### src/rtl/peri_uart.sv
// peri_uart: memory-mapped UART with TX/RX FIFOs, programmable baud divider and RX-not-empty interrupt
module peri_uart #(
    parameter logic [19:0] BASE        = 20'h00010,
    parameter int          FIFO_DEPTH  = 8,
    parameter logic [15:0] DEFAULT_DIV = 16'd434
) (
    input  logic        clk,
    input  logic        rst_n,
    input  logic        peri_r,
    input  logic        peri_w,
    input  logic [27:0] peri_addr,
    input  logic [31:0] peri_wdata,
    output logic [31:0] peri_rdata,
    output logic        uart_tx,
    input  logic        uart_rx,
    output logic        irq
);

    localparam int AW = $clog2(FIFO_DEPTH);
    localparam int CW = AW + 1;
    localparam logic [CW-1:0] FULL = CW'(FIFO_DEPTH);

    typedef enum logic [1:0] {IDLE, START, DATA, STOP} state_t;

    logic          w_sel, w_wr_tx, w_rd_rx, w_rd_st, w_wr_div;
    logic [7:0]    w_off;
    logic [15:0]   w_div_q;
    logic [31:0]   w_rval;
    logic          w_unused;

    logic [15:0]   r_div;
    logic          r_ovr, r_ferr;
    logic [31:0]   r_rdata;

    logic [7:0]    r_txf [FIFO_DEPTH];
    logic [7:0]    r_rxf [FIFO_DEPTH];
    logic [AW-1:0] r_tx_wp, r_tx_rp, r_rx_wp, r_rx_rp;
    logic [CW-1:0] r_tx_n, r_rx_n;
    logic          w_tx_empty, w_tx_full, w_rx_empty, w_rx_full;
    logic          w_tx_push, w_tx_pop, w_rx_push, w_rx_pop;

    state_t        r_tx_st, w_tx_nxt;
    logic          w_tx_load, w_tx_end;
    logic [15:0]   r_tx_div, r_tx_bc;
    logic [2:0]    r_tx_bit;
    logic [7:0]    r_tx_sh;

    state_t        r_rx_st, w_rx_nxt;
    logic          r_rx_s1, r_rx_s2, w_rxs;
    logic          w_rx_load, w_rx_end, w_rx_mid, w_rx_stop;
    logic          r_rx_hold;
    logic [15:0]   r_rx_div, r_rx_bc;
    logic [2:0]    r_rx_bit;
    logic [7:0]    r_rx_sh;

    assign w_sel    = peri_addr[27:8] == BASE;
    assign w_off    = peri_addr[7:0];
    assign w_wr_tx  = peri_w && w_sel && w_off == 8'h00;
    assign w_rd_rx  = peri_r && w_sel && w_off == 8'h04;
    assign w_rd_st  = peri_r && w_sel && w_off == 8'h08;
    assign w_wr_div = peri_w && w_sel && w_off == 8'h0C;
    assign w_div_q  = (r_div == 16'd0) ? 16'd1 : r_div;
    assign w_unused = &{1'b0, peri_wdata[31:16]};

    assign w_tx_empty = r_tx_n == '0;
    assign w_tx_full  = r_tx_n == FULL;
    assign w_rx_empty = r_rx_n == '0;
    assign w_rx_full  = r_rx_n == FULL;
    assign w_tx_pop   = w_tx_load;
    assign w_tx_push  = w_wr_tx && (!w_tx_full || w_tx_pop);
    assign w_rx_pop   = w_rd_rx && !w_rx_empty;
    assign w_rx_push  = w_rx_stop && w_rxs && (!w_rx_full || w_rx_pop);

    assign w_rval = !w_sel           ? 32'd0 :
                    w_off == 8'h04   ? {24'd0, w_rx_empty ? 8'd0 : r_rxf[r_rx_rp]} :
                    w_off == 8'h08   ? {26'd0, r_ferr, r_ovr, w_rx_full, w_rx_empty, w_tx_empty, w_tx_full} :
                    w_off == 8'h0C   ? {16'd0, r_div} : 32'd0;

    assign peri_rdata = r_rdata;
    assign irq        = !w_rx_empty;
    assign uart_tx    = (r_tx_st == START) ? 1'b0 : (r_tx_st == DATA) ? r_tx_sh[0] : 1'b1;

    // FIFO storage; contents need no reset because counts gate every read
    always_ff @(posedge clk) begin
        if (w_tx_push) r_txf[r_tx_wp] <= peri_wdata[7:0];
        if (w_rx_push) r_rxf[r_rx_wp] <= r_rx_sh;
    end

    // FIFO pointers and occupancy counts
    always_ff @(posedge clk or negedge rst_n) begin
        if (!rst_n) begin
            r_tx_wp <= '0;
            r_tx_rp <= '0;
            r_tx_n  <= '0;
            r_rx_wp <= '0;
            r_rx_rp <= '0;
            r_rx_n  <= '0;
        end else begin
            if (w_tx_push) r_tx_wp <= r_tx_wp + 1'b1;
            if (w_tx_pop)  r_tx_rp <= r_tx_rp + 1'b1;
            if (w_rx_push) r_rx_wp <= r_rx_wp + 1'b1;
            if (w_rx_pop)  r_rx_rp <= r_rx_rp + 1'b1;
            r_tx_n <= r_tx_n + CW'(w_tx_push) - CW'(w_tx_pop);
            r_rx_n <= r_rx_n + CW'(w_rx_push) - CW'(w_rx_pop);
        end
    end

    // Register file: divider, sticky error flags (new events beat the read-clear) and read data
    always_ff @(posedge clk or negedge rst_n) begin
        if (!rst_n) begin
            r_div   <= DEFAULT_DIV;
            r_ovr   <= 1'b0;
            r_ferr  <= 1'b0;
            r_rdata <= 32'd0;
        end else begin
            if (w_wr_div) r_div <= peri_wdata[15:0];
            if (peri_r)   r_rdata <= w_rval;
            r_ovr  <= (w_rx_stop && w_rxs && w_rx_full && !w_rx_pop) || (r_ovr && !w_rd_st);
            r_ferr <= (w_rx_stop && !w_rxs) || (r_ferr && !w_rd_st);
        end
    end

    // TX state register
    always_ff @(posedge clk or negedge rst_n) begin
        if (!rst_n) r_tx_st <= IDLE;
        else        r_tx_st <= w_tx_nxt;
    end

    assign w_tx_end = r_tx_bc == r_tx_div - 16'd1;

    // TX next state; the stop bit chains straight into the next start bit when data is waiting
    always_comb begin
        w_tx_nxt  = r_tx_st;
        w_tx_load = 1'b0;
        case (r_tx_st)
            IDLE:  if (!w_tx_empty) begin
                       w_tx_nxt  = START;
                       w_tx_load = 1'b1;
                   end
            START: if (w_tx_end) w_tx_nxt = DATA;
            DATA:  if (w_tx_end && r_tx_bit == 3'd7) w_tx_nxt = STOP;
            STOP:  if (w_tx_end) begin
                       w_tx_nxt  = w_tx_empty ? IDLE : START;
                       w_tx_load = !w_tx_empty;
                   end
            default: w_tx_nxt = IDLE;
        endcase
    end

    // TX datapath: frame divider latched at frame start, bit timer and shift register
    always_ff @(posedge clk or negedge rst_n) begin
        if (!rst_n) begin
            r_tx_div <= 16'd1;
            r_tx_bc  <= 16'd0;
            r_tx_bit <= 3'd0;
            r_tx_sh  <= 8'hFF;
        end else if (w_tx_load) begin
            r_tx_div <= w_div_q;
            r_tx_bc  <= 16'd0;
            r_tx_bit <= 3'd0;
            r_tx_sh  <= r_txf[r_tx_rp];
        end else if (r_tx_st != IDLE) begin
            r_tx_bc <= w_tx_end ? 16'd0 : r_tx_bc + 16'd1;
            if (w_tx_end && r_tx_st == DATA) begin
                r_tx_sh  <= r_tx_sh >> 1;
                r_tx_bit <= r_tx_bit + 3'd1;
            end
        end
    end

    // Two-flop synchronizer for the asynchronous serial input
    always_ff @(posedge clk or negedge rst_n) begin
        if (!rst_n) begin
            r_rx_s1 <= 1'b1;
            r_rx_s2 <= 1'b1;
        end else begin
            r_rx_s1 <= uart_rx;
            r_rx_s2 <= r_rx_s1;
        end
    end

    assign w_rxs     = r_rx_s2;
    assign w_rx_end  = r_rx_bc == r_rx_div - 16'd1;
    assign w_rx_mid  = r_rx_bc == {1'b0, r_rx_div[15:1]};
    assign w_rx_stop = r_rx_st == STOP && !r_rx_hold && w_rx_end;

    // RX state register
    always_ff @(posedge clk or negedge rst_n) begin
        if (!rst_n) r_rx_st <= IDLE;
        else        r_rx_st <= w_rx_nxt;
    end

    // RX next state; STOP lingers after its sample until the line is back high
    always_comb begin
        w_rx_nxt  = r_rx_st;
        w_rx_load = 1'b0;
        case (r_rx_st)
            IDLE:  if (!w_rxs) begin
                       w_rx_nxt  = START;
                       w_rx_load = 1'b1;
                   end
            START: if (w_rx_mid) w_rx_nxt = w_rxs ? IDLE : DATA;
            DATA:  if (w_rx_end && r_rx_bit == 3'd7) w_rx_nxt = STOP;
            STOP:  if (r_rx_hold && w_rxs) w_rx_nxt = IDLE;
            default: w_rx_nxt = IDLE;
        endcase
    end

    // RX datapath: half-bit alignment in START, then one sample per bit period
    always_ff @(posedge clk or negedge rst_n) begin
        if (!rst_n) begin
            r_rx_div  <= 16'd1;
            r_rx_bc   <= 16'd0;
            r_rx_bit  <= 3'd0;
            r_rx_sh   <= 8'd0;
            r_rx_hold <= 1'b0;
        end else if (w_rx_load) begin
            r_rx_div  <= w_div_q;
            r_rx_bc   <= 16'd0;
            r_rx_bit  <= 3'd0;
            r_rx_hold <= 1'b0;
        end else if (r_rx_st == START) begin
            r_rx_bc <= w_rx_mid ? 16'd0 : r_rx_bc + 16'd1;
        end else if (r_rx_st == DATA) begin
            r_rx_bc <= w_rx_end ? 16'd0 : r_rx_bc + 16'd1;
            if (w_rx_end) begin
                r_rx_sh  <= {w_rxs, r_rx_sh[7:1]};
                r_rx_bit <= r_rx_bit + 3'd1;
            end
        end else if (r_rx_st == STOP && !r_rx_hold) begin
            r_rx_bc <= r_rx_bc + 16'd1;
            if (w_rx_end) r_rx_hold <= 1'b1;
        end
    end

endmodule

### config.mk
export PLATFORM = sky130hd
export DESIGN_NAME = peri_uart
export DESIGN_NICKNAME = d
export VERILOG_FILES = /design/src/rtl/peri_uart.sv
export SDC_FILE = /design/constraint.sdc
export NUM_CORES = 1
export LEC_CHECK = 0
export ABC_AREA = 1
export CORE_AREA = 10 10 167 169
export CTS_CLUSTER_DIAMETER = 60
export DETAILED_ROUTE_END_ITERATION = 12
export DIE_AREA = 0 0 177 179
export DONT_BUFFER_PORTS = 1
export PLACE_DENSITY_LB_ADDON = 0.15
export SETUP_SLACK_MARGIN = 0.3
export SLEW_MARGIN = 5
export SYNTH_ARGS = -nofsm -noshare
export SYNTH_HDL_FRONTEND = slang
export SYNTH_SLANG_ARGS = --single-unit
### constraint.sdc
create_clock -name clk -period 3.02 [get_ports clk]
set_input_delay 0.302 -clock clk [delete_from_list [all_inputs] [get_ports clk]]
set_output_delay 0.302 -clock clk [all_outputs]
set_load 0.03 [all_outputs]
# == After elaboration in Yosys (flattened, before gate mapping) ==
# Memories as Yosys holds them, arrays and structs flattened.
# Cells that the tools add are included.
# totals
reg_bits,163
output_inout_bits,34
in_bits,65
wordCells,173
ram_bits,128
memories,2
# op_classes
reduce_logical,52
n_eq_ne,27
n_bitwise,2
n_addsub,14
muxes,53
# mem_list
name,depth,width,read_ports,rd_ports_with_merged_regs,wr,line_no,text
r_rxf,8,8,1,0,1,36,logic [7:0] r_rxf [FIFO_DEPTH];
r_txf,8,8,1,0,1,35,logic [7:0] r_txf [FIFO_DEPTH];
# op_table
op,n
2-to-1 mux 16 bit,14
"adder 16 x 1 -> 16 bit, second input constant",2
equality test 16 bit,2
2-to-1 mux 8 bit,4
"subtractor 16 x 1 -> 16 bit, second input constant",2
logical AND 1 bit,21
2-to-1 mux 3 bit,7
"equality test 20 x 5 -> 1 bit, second input constant",1
"adder 3 x 1 -> 3 bit, second input constant",6
2-to-1 mux 2 bit,9
"!= test 2 bit, second input constant",9
equality test 16 x 15 -> 1 bit,1
"equality test 8 x 4 -> 1 bit, second input constant",2
zero test 16 bit,1
2-to-1 mux 1 bit,16
case mux 2 bit (4 select lines),2
AND reduction 4 bit,4
nonzero test 2 bit,6
adder 4 x 1 -> 4 bit,2
"equality test 2 bit, second input constant",4
"equality test 4 bit, second input constant",2
"equality test 8 x 3 -> 1 bit, second input constant",1
zero test 1 bit,8
zero test 4 bit,2
12 further kinds,20

# == Depth between registers and ports, before layout ==
# Gate-level depths: netlist of the first run.
# depth
word_depth,8
ltp_mapped,22

# == Least setup slack after synthesis of the first run ==
# OpenSTA, ideal clock, no wires.
# synth_timing
path_kind,reg-to-reg
startpoint,reg r_rx_div[0]
endpoint,reg r_rx_n[2]
path_slack_ns,0.082
path_buffers,0
setup_time_ns,0.123
period_less_slack_ns,2.938
t_arrival_ns,2.815
stages_incl_launch_ff,19
path_cell_list,dfstp_2 -> inv_1 -> ha_1 -> nand2_2 -> inv_1 -> nand2_1 -> nand3_1 -> nor2_1 -> nand3_1 -> nor2_1 -> nand3_1 -> nor2_1 -> nand4_2 -> ha_1 -> inv_1 -> ha_1 -> inv_1 -> fa_1 -> xnor2_1
# synth_between
elab_chain_cells,7
# synth_rtl
element,line_no,text
from (decl),52,"logic [15:0] r_rx_div, r_rx_bc;"
from (signal assigned),218,r_rx_div <= w_div_q;
subtractor 16 x 1 -> 16 bit,183,assign w_rx_end = r_rx_bc == r_rx_div - 16'd1;
equality test 16 bit,183,
logical AND 1 bit,185,assign w_rx_stop = r_rx_st == STOP && !r_rx_hold && w_rx_end;
logical AND 1 bit (2 in series),72,assign w_rx_push = w_rx_stop && w_rxs && (!w_rx_full || w_rx_pop);
adder 4 x 1 -> 4 bit,104,r_rx_n <= r_rx_n + CW'(w_rx_push) - CW'(w_rx_pop);
subtractor 4 x 1 -> 4 bit,104,
to (signal assigned),104,
to (decl),38,"logic [CW-1:0] r_tx_n, r_rx_n;"
# No other way between the ends.
# A chain may end at the register's enable or synchronous reset.

# == Final worst setup path of the first run ==
# Ends and elaborated chain as after synthesis.

==> qor.yml, run 1 <==
outcome:
  status: "complete, but fails checks"
  violations: "hold timing"
timing:
  worst_slack_ns: 0.1241
  fmax_mhz: 345.3
  fin_skew_ns: 0.01538
  rsz0062_at_grt: "true"
  fin_crit_ns: 2.896
  slew_headroom: 0.4926
  whs_ns: -0.5590
  finalHoldViolations: 147
  tns_ns: 0
  worst_pin_slew_ns: 0.7611
  finalCritPeriodShare: 0.9589
  setup_viol: 0
  drv_slew: 0
global_route:
  grt_pass1_vias: 10541
  grt_max_degree: 148
  grtUsageTotal: 0.2096
  grt_overflow: 0
  antenna_found_initial: 0
  grt_pass1_wl_um: 54170
critical_path:
  timing.rr.start: "r_rx_div[0]$_DFFE_PN1P_"
  critical_path_buf_inv_count: 4
  end_kind: "flip-flop"
  slowest_delay_ns: 0.55
  crit_path_start: "r_rx_div[0]$_DFFE_PN1P_"
  arrival_ns: 3.33
  crit_family: "adder cells"
  critPathKind: "reg2reg"
  critPathMaxFanout: 3
  ff2ff_setup_slack_ns: 0.12
  slowest_stage: "dfstp_2"
  worstPathCellList: "inv_4, ha_4, inv_2, nand2_1, nand4_1, nor2_1, nand3_1, nor2_1, nand4_1, nor2_4, nand4_4, ha_4, inv_2, ha_4, inv_2, fa_1, xnor2_1"
  start_kind: "flip-flop"
  cp.required_ns: 3.45
floorplan:
  pin_count: 99
  die_width_um: 177
  dieArea_um2: 31680
  rows: 58
  start_util: 0.5653
  die_h_um: 179
  core_area_um2: 24750
pwr:
  p_seq_frac: 0.421
  vdd_drop_max_mv: 0.4418
  leakagePower_nw: 7.140
  powerDensity_nw_per_um2: 575.3
  swShare: 0.2805
  p_total_mw: 9.605
  pwr-share-comb: 0.183
  clockPowerShare: 0.396
  switching_power_mw: 2.694
  p_int_mw: 6.911
placement:
  pre_cts_ws_ns: -0.05740
  dp.cells: 1856
  place.gp.congestion: 0.8875
  port-buffer-count: 0
  dpl.hpwl_um: 23110
route:
  drtAntennaViolNets: 0
  drc: 0
  routedWlPerCell_um: 17.39
  drt_iter0_markers: 923
  detail_route.wirelength_um: 34020
  first_pass_iters: 5
  vias: 10807
  viasPerCell: 5.525
cts:
  cts_sinks: 275
  clock_path_buffers: 3
  clock_latency_ns: 0.55
  path_clk_slew_ns: 0.06
  cts_buffers: 31
  hold_buffers: 18
  root_buffer: "clkbuf_16"
  cts_tree: "built"
  h-tree-depth: 1
synthesis:
  yosysTopAreaCellShare: 0.2748
  yosysWarnings: 0
  ys_seq_area_frac: 0.5392
  syn_inst: 1522
  syn_area_per_cell_um2: 9.192
  yosys-top-cells-count: "nand2_1, nor2_1, inv_1"
  yosysTopAreaCell: "edfxtp_1"
  synth-edff-count: 128
  async_flop_share: 0.5345
  ys_top_cells_by_area: "edfxtp_1, dfrtp_1, nand2_1"
  synthesis.area_um2: 13990
  synth-main-ff-cell: "dfrtp_1"
  ys_types: 52
  synth-seq-cells: 275
  yosysMostFrequentCell: "nand2_1"
final_layout:
  syn2layout_area_growth_pct: 19.34
  drive_gt1_frac: 0.1845
  final_cells: 1956
  nFillCells: 1951
  fin_util: 0.6746
  nets: 1702
  antenna_cells: 0
job:
  maxCapViolations: 0
min_path:
  hold_class: "in2async"
==> cells in the final DEF (no fill, tap or decap), types with 21 or more instances in the layout <==
cell / netlist / final
clkbuf_16: 0 / 34
xnor2_1: 23 / 21
edfxtp_1: 128 / 128
nor2_1: 156 / 141
nand3_1: 100 / 77
dfrtp_1: 130 / 129
o21ai_0: 87 / 84
buf_4: 17 / 59
a21oi_1: 48 / 47
ha_1: 33 / 27
inv_1: 142 / 133
nand2_1: 349 / 323
xor2_1: 41 / 41
nand3_2: 1 / 21
==> power groups by stage <==
stage	clock network, mW	registers [mW]	logic (mW)
floorplan	0	4.09	1.00
global placement	0	4.11	1.30
detailed placement	0	4.11	1.32
CTS	3.87	4.04	1.44
global route	4.03	4.05	1.96
finish	3.81	4.04	1.76
==> cell type report <==
cell class | instances | area (µm²) | share of cell area
flip-flops and latches | 275 | 7545 | 0.4519
multi-input cells | 1048 | 6210 | 0.3720
repair buffers | 99 | 915.9 | 0.05486
clock buffers | 39 | 860.8 | 0.05156
inverters | 147 | 561.8 | 0.03365
well taps | 330 | 412.9 | 0.02473
clock inverters | 18 | 188.9 | 0.01132
==> what timing repair did <==
action / 4_1_cts / 5_1_grt
buffers inserted: 12 / 10
gates cloned: 0 / 3
hold endpoints to repair: 229 / 147
setup endpoints to repair: 148 / 181
pin swaps: 13 / 33
resized for setup: 20 / 133
==> worst register-to-register path: stages, from the launching register on <==
cell	delay [ns]
dfstp_2	0.55
inv_4	0.05
ha_4	0.26
inv_2	0.03
nand2_1	0.04
nand4_1	0.11
nor2_1	0.16
nand3_1	0.10
nor2_1	0.09
nand4_1	0.13
nor2_4	0.16
nand4_4	0.11
ha_4	0.24
inv_2	0.06
ha_4	0.13
inv_2	0.04
fa_1	0.37
xnor2_1	0.13
==> cells by family (layout without fill, tap and decap cells) <==
kind of cell,after synthesis,after routing,synth area share
compound gates,215,215,0.09221
xor+xnor,64,64,0.04007
fa+ha+maj,35,35,0.03238
buf+inv,215,303,0.06502
flops,275,275,0.5392
mux,16,16,0.01288
other cells,1,16,0.0002681
simple gates,701,702,0.2180
==> final timing paths <==
kind                       cells after the start                      end
min in group clk                               4   r_tx_wp[0]$_DFFE_PN0P_
setup reg to reg                              17      r_rx_n[2]$_DFF_PN0_
setup / recovery                              17      r_rx_n[2]$_DFF_PN0_
max in group asynchronous                      0   r_tx_sh[0]$_DFFE_PN1P_
hold reg to reg                                0        r_rx_s2$_DFF_PN1_
hold / removal                                 0  r_rx_bc[10]$_DFFE_PN0P_
==> layer usage <==
metal / wire length [µm] / global-route usage / vias up
li1: - / - / 5243
met1: 14630 / 0.2784 / 5211
met2: 16470 / 0.3500 / 301
met3: 2237 / 0.03686 / 52
met4: 677 / 0.05149 / 0
met5: 0 / 0 / -
==> registers in the layout, summed over array words and instances (netlist names), 16 cells and up, named ones only <==
signal / flops
r_div: 16
r_txf: 64
r_tx_div: 16
peri_rdata: 16
r_rxf: 64
r_rx_bc: 16
r_tx_bc: 16
r_rx_div: 16
==> stage by stage <==
| stage | hold WS, ns | area, µm² |
|---|---|---|
| floorplan | 0.006409 | 14090 |
| global placement | 0.01150 | 14570 |
| detailed placement | 0.01146 | 14570 |
| CTS | -0.5794 | 15990 |
| global route | -0.5832 | 16690 |
| finish | -0.5590 | 16690 |
Note: power is estimated with default switching activity, not from simulation.
==> run 2: changes to the inputs <==
--- a/config.mk
+++ b/config.mk
@@ -6,6 +6,7 @@
 export NUM_CORES = 1
 export LEC_CHECK = 0
 export ABC_AREA = 1
+export CAP_MARGIN = 20
 export CORE_AREA = 10 10 167 169
 export CTS_CLUSTER_DIAMETER = 60
 export DETAILED_ROUTE_END_ITERATION = 12
==> results of run 2 <==
No change in the layout: final DEF, timing and power equal those of run 1.
==> run 3: changes to the inputs <==
--- a/config.mk
+++ b/config.mk
@@ -7,12 +7,13 @@
 export LEC_CHECK = 0
 export ABC_AREA = 1
 export CAP_MARGIN = 20
-export CORE_AREA = 10 10 167 169
+export CORE_AREA = 10 10 164 166
+export CTS_BUF_LIST = sky130_fd_sc_hd__clkbuf_8
 export CTS_CLUSTER_DIAMETER = 60
 export DETAILED_ROUTE_END_ITERATION = 12
-export DIE_AREA = 0 0 177 179
+export DIE_AREA = 0 0 174 176
 export DONT_BUFFER_PORTS = 1
-export PLACE_DENSITY_LB_ADDON = 0.15
+export PLACE_DENSITY = 0.78
 export SETUP_SLACK_MARGIN = 0.3
 export SLEW_MARGIN = 5
 export SYNTH_ARGS = -nofsm -noshare
==> run 3 against run 2 <==
- clock-buffer cell count increased by 16
- critical endpoint is now r_rx_n[1]$_DFF_PN0_
- sequential power about the same
- register-to-register slack got worse by 0.14 ns
- the flow finishes with violations (hold timing, setup timing)
- largest cell class unchanged
- combinational power decreased by 18%
- via count increased by 1.7%
- non-clock buffer count decreased by 15
- maximum frequency decreased by 4.7%
- core utilization increased by 0.68 points
==> qor.yml, run 3 (synthesis results as in run 1) <==
critical_path:
  slowest_delay_ns: 0.56
  slowest_stage: "dfstp_2"
  reg2regPathDepth: 17
  worstPathCellList: "inv_4, buf_4, buf_4, nand2_1, nand4_1, nor2_2, nand3_1, nor2_1, nand4_1, nor2_4, nand4_4, ha_4, inv_2, ha_4, inv_2, fa_2, inv_1"
  critPathMaxFanout: 4
  critPathKind: "reg2reg"
  end_kind: "flip-flop"
  cp.required_ns: 3.49
  start_kind: "flip-flop"
  arrival_ns: 3.51
placement:
  place.gp.congestion: 0.8956
  dpl.hpwl_um: 22200
  port-buffer-count: 0
  pre_cts_ws_ns: -0.04941
pwr:
  powerDensity_nw_per_um2: 540.6
  leakagePower_nw: 7.018
  vdd_drop_max_mv: 0.3651
  p_total_mw: 8.776
floorplan:
  die_width_um: 174
  rows: 57
  start_util: 0.5873
  dieArea_um2: 30620
  die_h_um: 176
  pin_count: 99
  core_area_um2: 23820
final_layout:
  drive_gt1_frac: 0.1546
  antenna_cells: 0
  syn2layout_area_growth_pct: 16.04
  final_common_cell: "nand2_1"
  top_regs: "r_rxf (64), r_txf (64)"
  nFillCells: 1783
  mostFrequentLayoutCells: "nand2_1, inv_1, nor2_1, dfrtp_1, edfxtp_1"
  nets: 1700
route:
  routedWlPerCell_um: 17.03
  drtAntennaViolNets: 0
  drt_iter0_markers: 968
  first_pass_iters: 5
  detail_route.wirelength_um: 33380
  viasPerCell: 5.610
  vias: 10996
  drc: 0
global_route:
  grtUsageTotal: 0.2107
  grt_max_degree: 148
  grt_pass1_vias: 10748
  grt_pass1_wl_um: 53370
  antenna_found_initial: 0
  grt_overflow: 0
timing:
  finalCritPeriodShare: 1.006
  setup_viol: 1
  finalHoldViolations: 147
  drv_slew: 0
  rsz0062_at_grt: "true"
  whs_ns: -0.5867
  fmax_mhz: 329.2
  fin_crit_ns: 3.037
  worst_pin_slew_ns: 0.7722
  slew_headroom: 0.4812
  fin_skew_ns: 0.02362
  worst_slack_ns: -0.01726
cts:
  hold_buffers: 18
  clock_latency_ns: 0.58
  cts_tree: "built"
  h-tree-depth: 2
  root_buffer: "clkbuf_8"
  path_clk_slew_ns: 0.06
  clock_path_buffers: 3
  cts_sinks: 275
  cts_buffers: 45
min_path:
  hold_class: "in2async"
outcome:
  status: "complete, but fails checks"
  violations: "hold timing, setup timing"
job:
  maxCapViolations: 0
-- run 3: cell types whose count changed in the layout (fill, tap and decap cells not counted), moves of 5 or more --
cell and change:
nand3_1 +17, clkbuf_8 +52, inv_1 +15, nand2_2 -15, nand2_4 -8, nand3_2 -18, nor2_2 -8, nor2_4 +5
clkbuf_16 -34, nand2_1 +23, buf_4 -15
-- run 3: cell type report --
class | instances | area, µm² | share of cell area
Multi-Input combinational cell | 1047 | 6028 | 0.3714
Inverter | 147 | 561.8 | 0.03461
Timing Repair Buffer | 84 | 765.7 | 0.04717
Tap cell | 324 | 405.4 | 0.02497
Clock inverter | 28 | 171.4 | 0.01056
Sequential cell | 275 | 7543 | 0.4647
Clock buffer | 55 | 757.0 | 0.04663
-- run 3: critical path: cells and delay by family (launching register included) --
family        cells  cell delay, ns
simple gates      8            1.02
fa+ha+maj         3            0.91
buf+inv           6            0.45
flops             1            0.56
-- run 3: through the flow --
| step | hold WS [ns] | cells | area [µm²] | setup TNS, ns | utilization |
|---|---|---|---|---|---|
| global placement | 0.01093 | 1846 | 14530 | -0.007591 | 0.6101 |
| detailed placement | 0.01335 | 1846 | 14530 | -0.09838 | 0.6101 |
| global route | -0.6104 | 1960 | 16230 | -2.711 | 0.6815 |
| finish | -0.5867 | 1960 | 16230 | -0.01726 | 0.6815 |
| floorplan | 0.006409 | 1537 | 14090 | 0 | - |
| CTS | -0.6120 | 1951 | 15760 | 0 | 0.6617 |
-- run 3: path summary, 6_finish.rpt --
path / startpoint / to / slack [ns]
worst max-delay path: r_rx_div[0]$_DFFE_PN1P_ / r_rx_n[1]$_DFF_PN0_ / -0.02
worst min-delay path: rst_n / r_rx_sh[2]$_DFFE_PN0P_ / -0.59
worst max register to register: r_rx_div[0]$_DFFE_PN1P_ / r_rx_n[1]$_DFF_PN0_ / -0.02
worst min register to register: r_rx_s1$_DFF_PN1_ / r_rx_s2$_DFF_PN1_ / 0.36
max in group asynchronous: rst_n / r_div[8]$_DFFE_PN1P_ / 3.21
min in group clk: peri_w / r_tx_wp[0]$_DFFE_PN0P_ / 0.02
-- run 3: where the power goes --
part / switching (mW) / internal, mW / leakage (nW)
Sequential: 0.0757 / 3.98 / 3.06
Clock: 1.52 / 1.75 / 0.527
Combinational: 0.928 / 0.521 / 3.43
-- run 3: what timing repair did --
item,4_1_cts,5_1_grt
endpoints found under the hold margin,229,147
endpoints found under the setup margin,70,149
gates cloned,0,0
gates resized for setup,19,85
buffers inserted,4,9
pin swaps,4,27
-- run 3: routing by layer --
metal / wire (µm) / global-route usage / share of wire / vias up
met5: 0 / 0 / 0 / -
met4: 994 / 0.07766 / 0.030 / 0
met3: 2264 / 0.03994 / 0.068 / 85
met2: 16280 / 0.3522 / 0.49 / 417
met1: 13840 / 0.2693 / 0.41 / 5259
li1: - / - / - / 5235
